[src/rtl/r_empty.sv]
// r_empty: read-side pointer, empty/almost-empty flags and fill level for the async output FIFO.
// Optional sticky underflow flag is compiled in when R_UNDERFLOW_EN is defined.
`default_nettype none
`timescale 1ns/1ps

module r_empty #(
  parameter int unsigned ADDR_W    = 7,
  parameter int unsigned AE_THRESH = 4
) (
  input  logic              r_clk,
  input  logic              n_rst,
  input  logic              r_en,
  input  logic [ADDR_W:0]   wptr_async,
  output logic              empty,
  output logic              almost_empty,
  output logic [ADDR_W-1:0] r_count,
  output logic [ADDR_W:0]   rptr,
  output logic [ADDR_W:0]   fill_level
`ifdef R_UNDERFLOW_EN
  ,
  output logic              underflow
`endif
);

  logic [ADDR_W:0] wsync1_q;
  logic [ADDR_W:0] wptr_sync_q;
  logic [ADDR_W:0] r_binary_q, r_binary_d;
  logic [ADDR_W:0] rptr_q, rptr_d;
  logic [ADDR_W:0] fill_q, fill_d;
  logic [ADDR_W:0] w_bin_sync;
  logic            empty_q, empty_d;
  logic            ae_q, ae_d;
  logic            rd;

  // Plain two-flop chain; nothing else ever looks at wptr_async.
  always_ff @(posedge r_clk or negedge n_rst) begin
    if (!n_rst) begin
      wsync1_q    <= '0;
      wptr_sync_q <= '0;
    end else begin
      wsync1_q    <= wptr_async;
      wptr_sync_q <= wsync1_q;
    end
  end

  always_comb begin
    rd         = r_en & ~empty_q;
    r_binary_d = r_binary_q + {{ADDR_W{1'b0}}, rd};
    rptr_d     = (r_binary_d >> 1) ^ r_binary_d;
    w_bin_sync = '0;
    for (int i = 0; i <= int'(ADDR_W); i++) begin
      w_bin_sync[i] = ^(wptr_sync_q >> i);
    end
    // Modulo subtraction keeps the level correct across pointer wrap.
    fill_d  = w_bin_sync - r_binary_d;
    empty_d = (rptr_d == wptr_sync_q);
    ae_d    = (32'(fill_d) <= AE_THRESH);
  end

  always_ff @(posedge r_clk or negedge n_rst) begin
    if (!n_rst) begin
      r_binary_q <= '0;
      rptr_q     <= '0;
      fill_q     <= '0;
      empty_q    <= 1'b1;
      ae_q       <= 1'b1;
    end else begin
      r_binary_q <= r_binary_d;
      rptr_q     <= rptr_d;
      fill_q     <= fill_d;
      empty_q    <= empty_d;
      ae_q       <= ae_d;
    end
  end

`ifdef R_UNDERFLOW_EN
  logic underflow_q;

  always_ff @(posedge r_clk or negedge n_rst) begin
    if (!n_rst) begin
      underflow_q <= 1'b0;
    end else begin
      underflow_q <= underflow_q | (r_en & empty_q);
    end
  end

  assign underflow = underflow_q;
`endif

  assign empty        = empty_q;
  assign almost_empty = ae_q;
  assign r_count      = r_binary_q[ADDR_W-1:0];
  assign rptr         = rptr_q;
  assign fill_level   = fill_q;

endmodule

`default_nettype wire

[config.mk]
export PLATFORM = sky130hd
export DESIGN_NAME = r_empty
export DESIGN_NICKNAME = d
export VERILOG_FILES = /design/src/rtl/r_empty.sv
export SDC_FILE = /design/constraint.sdc
export NUM_CORES = 1
export LEC_CHECK = 0
export BUFFER_PORTS_ARGS = -buffer_cell sky130_fd_sc_hd__buf_4
export CAP_MARGIN = 20
export CELL_PAD_IN_SITES_DETAIL_PLACEMENT = 0
export CELL_PAD_IN_SITES_GLOBAL_PLACEMENT = 1
export CORE_ASPECT_RATIO = 0.7
export CORE_UTILIZATION = 43
export DETAILED_ROUTE_END_ITERATION = 16
export PLACE_DENSITY_LB_ADDON = 0.1
export SLEW_MARGIN = 5
export SYNTH_ARGS = -nofsm -noshare
export SYNTH_HDL_FRONTEND = slang
export SYNTH_SLANG_ARGS = --single-unit
[constraint.sdc]
create_clock -name r_clk -period 4.19 [get_ports r_clk]
set_clock_uncertainty 0.15 [all_clocks]
set_input_delay 0.6285 -clock r_clk [delete_from_list [all_inputs] [get_ports r_clk]]
set_output_delay 0.6285 -clock r_clk [all_outputs]
set_load 0.01 [all_outputs]
# Word-level counts from Yosys, hierarchy flattened
# Index checks and enable logic that the tools add are counted.
totals:
  output_inout_bits: 25
  word_cells: 22
  regBits: 42
classes:
  bitwise_logic: 3
  eq_ne: 1
  addsub: 2
  order_cmp: 1
  n_reduce_logical: 8
op_table:
  columns: ["operator", "n"]
  rows:
  - ["$reduce_xor 8->1", 8]
  - ["$add 8x1->8", 1]
  - ["$eq 8x8->1", 1]
  - ["$le 8x3->1 const B", 1]
  - ["$sub 8x8->8", 1]
  - ["$xor 7x8->8", 1]
  - ["$and 1x1->1", 1]
  - ["$not 1->1", 1]

# Depth between registers and ports, before layout
# Gate-level depths: netlist (run 1).
depth:
  depth_word: 5
  depth_mapped: 12
  depth_no_buf: 12

# Least setup slack after synthesis (run 1)
# OpenSTA, ideal clock, no wires.
synth_path:
  kind: "register to register"
  from: "register wptr_sync_q[7]"
  to: "register ae_q (netlist: almost_empty)"
  slack_ns: 0.829
  setup_ns: 0.090
  arrival_time_ns: 3.121
  path_buffers: 0
  path_stages_with_launch: 12
  synth_period_minus_slack_ns: 3.361
  cell_sequence: "dfrtp_1 > xnor3_2 > xnor2_2 > xnor2_1 > xnor2_1 > inv_1 > fa_1 > xnor2_1 > o22a_1 > o221ai_1 > a221o_1 > nor4_2"
synth_between:
  elab_chain_cells: 3
synth_rtl:
  columns: ["item", "line", "text"]
  rows:
  - ["start, declared", "26", "logic [ADDR_W:0] wptr_sync_q;"]
  - ["start signal, assigned", "42", "wptr_sync_q <= wsync1_q;"]
  - ["$reduce_xor 8->1", "52", "w_bin_sync[i] = ^(wptr_sync_q >> i);"]
  - ["$sub 8x8->8 *", "55", "fill_d = w_bin_sync - r_binary_d;"]
  - ["$le 8x3->1 *", "57", "ae_d = (32'(fill_d) <= AE_THRESH);"]
  - ["named net ae_d", "32", "logic ae_q, ae_d;"]
  - ["end signal, assigned", "66", "ae_q <= 1'b1;"]
  - ["end signal, assigned", "72", "ae_q <= ae_d;"]
  - ["end, declared", "32", null]
# Mark *: on every way through the listed nets, which the timed path passes. The rest lies on a longest branch.

# Worst setup path after layout (run 1)
# Same ends and word-level chain as after synthesis.

==> results of run 1 <==
## where the power goes
part / total [mW] / internal [mW] / switching [mW] / leakage (nW)
sequential: 0.580 / 0.519 / 0.0609 / 0.488
combinational: 0.998 / 0.456 / 0.541 / 0.543
clock: 0.255 / 0.134 / 0.121 / 0.0455
## layout make-up
type	instances	share of cell area
sequential	41	0.442
multi-input combinational	101	0.350
tap	52	0.0280
timing repair buffer	37	0.119
inverter	13	0.0210
clock buffer	8	0.0388
## worst reg2reg max path, delay by kind of cell (launching register included)
kind | cells | cell delay [ps]
xor+xnor | 5 | 1580
compound gates | 3 | 730
fa+ha+maj | 1 | 490
flops | 1 | 440
simple gates | 1 | 140
buf+inv | 1 | 90
## layer usage
| metal | global-route usage | routed length (um) | share of wire |
|---|---|---|---|
| met5 | 0 | 0 | 0 |
| met4 | 0.0765 | 77 | 0.022 |
| met3 | 0.0480 | 233 | 0.068 |
| met2 | 0.256 | 1500 | 0.44 |
| met1 | 0.238 | 1630 | 0.47 |
## stage by stage
step	total power, mW	std cells	hold slack (ps)
3_3_place_gp	1.57	244	181
5_1_grt	2.00	252	182
2_1_floorplan	1.26	156	181
6_report	1.83	252	158
3_5_place_dp	1.59	244	185
4_1_cts	1.85	252	172
## worst max-delay path by stage
stage / start / end / slack, ps / depth (start not counted)
finish: wptr_sync_q[7]$_DFF_PN0_ / almost_empty$_DFF_PN1_ / 470 / 11
global route: wptr_sync_q[7]$_DFF_PN0_ / almost_empty$_DFF_PN1_ / 140 / 11
CTS: wptr_sync_q[7]$_DFF_PN0_ / almost_empty$_DFF_PN1_ / 420 / 11
detailed placement: wptr_sync_q[7]$_DFF_PN0_ / almost_empty$_DFF_PN1_ / 460 / 11
global placement: wptr_sync_q[7]$_DFF_PN0_ / almost_empty$_DFF_PN1_ / 480 / 11
floorplan: wptr_sync_q[7]$_DFF_PN0_ / almost_empty$_DFF_PN1_ / 830 / 11
## kinds of logic after synthesis
group,share of synthesized area
and+or+nand+nor,0.0805
adders and majority gates,0.0568
buffers and inverters,0.0277
DFF,0.543
xor gates and xnor gates,0.204
AOI/OAI and AO/OA,0.0885
## placed cells by master, fill, tap and decap left out, types with 2 or more instances in the layout
master | netlist | layout
dfrtp_1 | 39 | 39
buf_4 | 0 | 37
xnor2_1 | 24 | 24
xor2_1 | 13 | 13
inv_1 | 12 | 12
nand2_1 | 7 | 7
nor2_1 | 7 | 7
ha_1 | 7 | 7
clkbuf_8 | 0 | 6
a21oi_1 | 5 | 5
nand3_1 | 4 | 4
o21ai_0 | 3 | 3
nand4_1 | 2 | 2
nor2b_1 | 2 | 2
a311oi_1 | 2 | 2
a211oi_1 | 2 | 2
o21ai_1 | 2 | 2
o221ai_1 | 2 | 2
dfstp_2 | 2 | 2
clkbuf_1 | 1 | 2
## flip-flops by register name (all words and copies together), names as in the netlist
name	flops
fill_level	8
r_binary_q	8
wptr_sync_q	8
wsync1_q	8
rptr	7
almost_empty	1
empty	1
==> results by group, run 1 <==
CTS
  • Worst-Skew Late Latency: 280 ps
  • CTS Buf Count: 5
  • CTS HTree Levels: 2
  • Clock root cell: clkbuf_8
  • Postcts setup bufs: 0
  • CTS Hold Bufs: 0
  • Post-CTS resize count: 0
  • TritonCTS clock tree: yes
  • Clk sinks: between 40 and 50
  • Worst-path clk slew: roughly 70 ps
  • Clock Tree Buf Depth: 2

STA
  • Post-route setup slack: 475 ps
  • Fin. max-slew vios: 0
  • Unrepaired setup endpoints after global routing: no
  • Post-layout minimum cycle time: 3720 ps
  • Setup TNS: 0 ps
  • Final setup fails: 0
  • Tcrit/Tclk final: 0.887
  • Least-Margin Pin Slew: 486 ps
  • Max Clock Freq: 269 MHz
  • Hold Vio Cnt, Final: 0
  • Slew HR: 0.676

Worst setup path
  • Reg-to-Reg Start: wptr_sync_q[7]$_DFF_PN0_
  • Reg2Reg Depth: 11
  • Number of buffers and inverters on the critical path: 1
  • Critical path class: register to register
  • Capturing point of the worst reg2reg path: almost_empty$_DFF_PN1_
  • Critical Path, Cell by Cell: xnor3_2 > xnor2_2 > xnor2_1 > xnor2_1 > inv_1 > fa_1 > xnor2_1 > o22a_1 > o221ai_1 > a221o_1 > nor4_2
  • Required @ worst endpoint: 4230 ps
  • Crit-path max FO: 6
  • Most used cell, CP: xnor2_1
  • Startpoint types: register
  • Crit path largest cell delay: between 500 and 600 ps
  • Reg2Reg Setup Slack: 470 ps
  • Worst EP arrival: about 3800 ps
  • Top Family by Delay on Critical Path: XOR/XNOR gates
  • CP Capture Type: register
  • Slowest cell on crit path: xnor3_2

Placed design
  • Placed inst area: 2230 sq um
  • Port bufs: 35
  • Gp weighted congestion: 0.917
  • Post-place setup slack: approximately 460 ps
  • DP HPWL: ~2.6 mm

GRT
  • GRT overflow: 0
  • First-pass GRT wire length: 5.80 mm
  • GRT Total Usage: 0.173
  • Initial antenna violation count: 0
  • Pin count of the biggest net entering global routing: between 40 and 50
  • Vias in the first global route: 1,231

Worst hold path
  • Worst min path class: input port to async pin

Detailed routing
  • WL final: 3.44 mm
  • Residual DRC: 0
  • Number of vias per cell: roughly 5
  • DR WL/cell: approximately 14 um
  • DR pass1 iterations: 4
  • Via count of the routed design: between 1,000 and 1,500
  • Initial DRC Count: between 80 and 90
  • Post-DRT Antenna Nets: 0

Synthesis
  • Syn_area_per_cell: around 12 sq um
  • Main area contributors after synthesis: dfrtp_1 51%, xnor2_1 11%, xor2_1 6.0%
  • Post-synthesis register bit count: slightly above 40
  • Synth Flop Type: dfrtp_1
  • Number of enable flip-flop cells after synthesis: 0
  • Largest area contributor in the netlist: dfrtp_1
  • Yosys Warn Count: 0
  • Synth async-reset ratio: 1.00
  • Synth cell count leaders: 39 x dfrtp_1, 24 x xnor2_1, 13 x xor2_1, 12 x inv_1
  • Synth top area share: 0.515
  • Seq/Total Area, Yosys: 0.543
  • Most frequent cell after synthesis: dfrtp_1
  • Synth Instances: approximately 160
  • Synthesized area: 1900 sq um
  • Syn Nets: 175
  • Unique masters post-synth: 38

Power and ir drop
  • Pwr dens: just under 800 nW/um^2
  • Static leakage: between 1 and 1.5 nW
  • Worst vdd rail ir drop: 0.342 mV

Die
  • Die extent in y: 57.6 um
  • Starting Density: 0.466
  • Core Region: ~4100 sq um
  • Die Span X: a little over 80 um
  • I/O Pins: 36
  • Die ar.: 4680 sq um
  • Row count: 19

Final layout
  • Area of the multi-input gates: 815 sq um
  • Final #Nets: around 220
  • # fillers: around 370
  • Share of cells above drive strength 1: 0.255
  • Area added between synthesis and finish: 22.6%
  • Final Cell Area: 2320 sq um
  • Final core utilization: 0.572
  • Register Area: slightly above 1000 sq um
  • N_diodes: 0

Outcome
  • Status: finished clean

Flow run
  • Max_cap viols: 0
No activity file was read; power rests on OpenSTA's default activity.
==> run 2: changes to the inputs <==
==> constraint.sdc (replaced) <==
create_clock -name r_clk -period 4.19 [get_ports r_clk]
set_clock_uncertainty 0.15 [all_clocks]
set_input_delay 0.419 -clock r_clk [delete_from_list [all_inputs] [get_ports r_clk]]
set_output_delay 0.419 -clock r_clk [all_outputs]
set_load 0.01 [all_outputs]
==> results by group, run 2 (synthesis gave the netlist of run 1 again) <==
Worst setup path
  • Worst Setup SP: wptr_sync_q[7]$_DFF_PN0_
  • Worst EP arrival: approximately 3700 ps
  • Required @ worst endpoint: approximately 4200 ps
  • Critical path class: register to register
  • Startpoint types: register
  • Reg-to-Reg Start: wptr_sync_q[7]$_DFF_PN0_
  • Reg2Reg Setup Slack: between 400 and 500 ps
  • Reg2Reg Depth: 12
  • CP Capture Type: register
  • Crit path to: almost_empty$_DFF_PN1_
  • Crit-path max FO: 6
  • Capturing point of the worst reg2reg path: almost_empty$_DFF_PN1_

Die
  • Core Region: slightly above 4000 sq um
  • Starting Density: 0.466
  • Die ar.: approximately 4700 sq um
  • Row count: 19
  • Die extent in y: 57.6 um
  • Die Span X: approximately 80 um
  • I/O Pins: 36

Power and ir drop
  • Static leakage: between 1 and 1.5 nW
  • Pwr dens: a little under 800 nW/um^2
  • Tot Pwr: between 1.5 and 2 mW
  • Worst vdd rail ir drop: ~0.35 mV

STA
  • Hold WS: between 70 and 80 ps
  • Hold Vio Cnt, Final: 0
  • Least-Margin Pin Slew: ~490 ps
  • Tcrit/Tclk final: 0.881
  • Post-layout minimum cycle time: approximately 3700 ps
  • Max Clock Freq: around 270 MHz
  • Fin. max-slew vios: 0
  • Slew HR: 0.671
  • Final setup fails: 0
  • Setup TNS: 0 ps
  • Unrepaired setup endpoints after global routing: no
  • Post-route setup slack: around 500 ps

Detailed routing
  • Post-DRT Antenna Nets: 0
  • WL final: approximately 3.5 mm
  • DR pass1 iterations: 4
  • DR WL/cell: 13.8 um
  • Via count of the routed design: roughly 1,300
  • Number of vias per cell: 5.09
  • Initial DRC Count: 70
  • Residual DRC: 0

Worst hold path
  • Worst min path class: input port to register

CTS
  • Clk sinks: approximately 40
  • Worst-path clk slew: 80 ps
  • TritonCTS clock tree: yes
  • Clock root cell: clkbuf_8
  • CTS Buf Count: 5
  • Post-CTS resize count: 0
  • Worst-Skew Late Latency: between 200 and 300 ps
  • CTS HTree Levels: 2
  • Clock Tree Buf Depth: 2

Placed design
  • Post-place setup slack: 545 ps
  • Gp weighted congestion: between 0.9 and 1
  • Port bufs: 35
  • DP HPWL: ~2.6 mm

Final layout
  • N_diodes: 0
  • Most common cell after layout, fill and taps aside: dfrtp_1
  • Share of cells above drive strength 1: 0.254
  • Final #Nets: 219
  • Most frequent cells in the layout: 39 x dfrtp_1, 37 x buf_4, 24 x xnor2_1, 13 x xor2_1, 12 x inv_1
  • Area added between synthesis and finish: 23.2%

GRT
  • First-pass GRT wire length: around 5.7 mm
  • Vias in the first global route: around 1,200
  • GRT Total Usage: 0.171
  • Pin count of the biggest net entering global routing: 42
  • Initial antenna violation count: 0
  • GRT overflow: 0

Outcome
  • Status: finished clean

Flow run
  • Max_cap viols: 0
run 2: cell types whose count changed in the layout (fill, tap and decap cells not counted):
cell and change:
dlygate4sd3_1 +1
run 2: worst max-delay path: stages (launching register included):
cell      delay, ps
dfrtp_1         440
xnor3_2         540
xnor2_2         330
xnor2_1         150
xnor2_1         230
inv_1            90
fa_1            490
nor4_1          430
a311oi_1        100
o21ai_1         140
a21oi_1         100
xnor2_1         150
nor4_2          240
run 2: worst min-delay path by stage:
stage                          start  slack (ps)                        to  cells after the start
6_report               wptr_async[4]          80     wsync1_q[4]$_DFF_PN0_                      1
5_1_grt                wptr_async[5]          60     wsync1_q[5]$_DFF_PN0_                      1
4_1_cts                wptr_async[4]          70     wsync1_q[4]$_DFF_PN0_                      1
3_5_place_dp   wsync1_q[5]$_DFF_PN0_         180  wptr_sync_q[5]$_DFF_PN0_                      0
3_3_place_gp   wsync1_q[6]$_DFF_PN0_         180  wptr_sync_q[6]$_DFF_PN0_                      0
2_1_floorplan                  n_rst         -30   fill_level[0]$_DFF_PN0_                      0
run 2: per-stage QoR:
step | cells | instance area, sq um | util
after global placement | 244 | 2230 | 0.550
after detailed placement | 244 | 2230 | 0.550
after global routing | 253 | 2330 | 0.574
after floorplan | 156 | 1900 | -
after CTS | 253 | 2330 | 0.574
final | 253 | 2330 | 0.574
run 2: report_power, final:
group / switching, mW / leakage (nW) / internal, mW
registers: 0.0593 / 0.488 / 0.519
logic: 0.553 / 0.547 / 0.458
clock network: 0.121 / 0.0455 / 0.134
total: 0.734 / 1.08 / 1.11
run 2: final cells by class:
class,instances,area [sq um]
clock buffer,8,90.1
fill,363,1730
inverter,13,48.8
multi-input combinational,101,815
sequential,41,1030
tap,52,65.1
timing repair buffer,38,288
run 2: metal layers:
| metal | wire length [um] | global-route usage | vias to the layer above |
|---|---|---|---|
| met4 | 72 | 0.0791 | 0 |
| met5 | 0 | 0 | - |
| met3 | 237 | 0.0432 | 13 |
| met1 | 1640 | 0.240 | 609 |
| met2 | 1540 | 0.248 | 51 |
| li1 | - | - | 616 |
run 2: timing repair:
action,in CTS,in global routing
hold buffers,1,0
endpoints found under the hold margin,39,0
buffers inserted,0,0
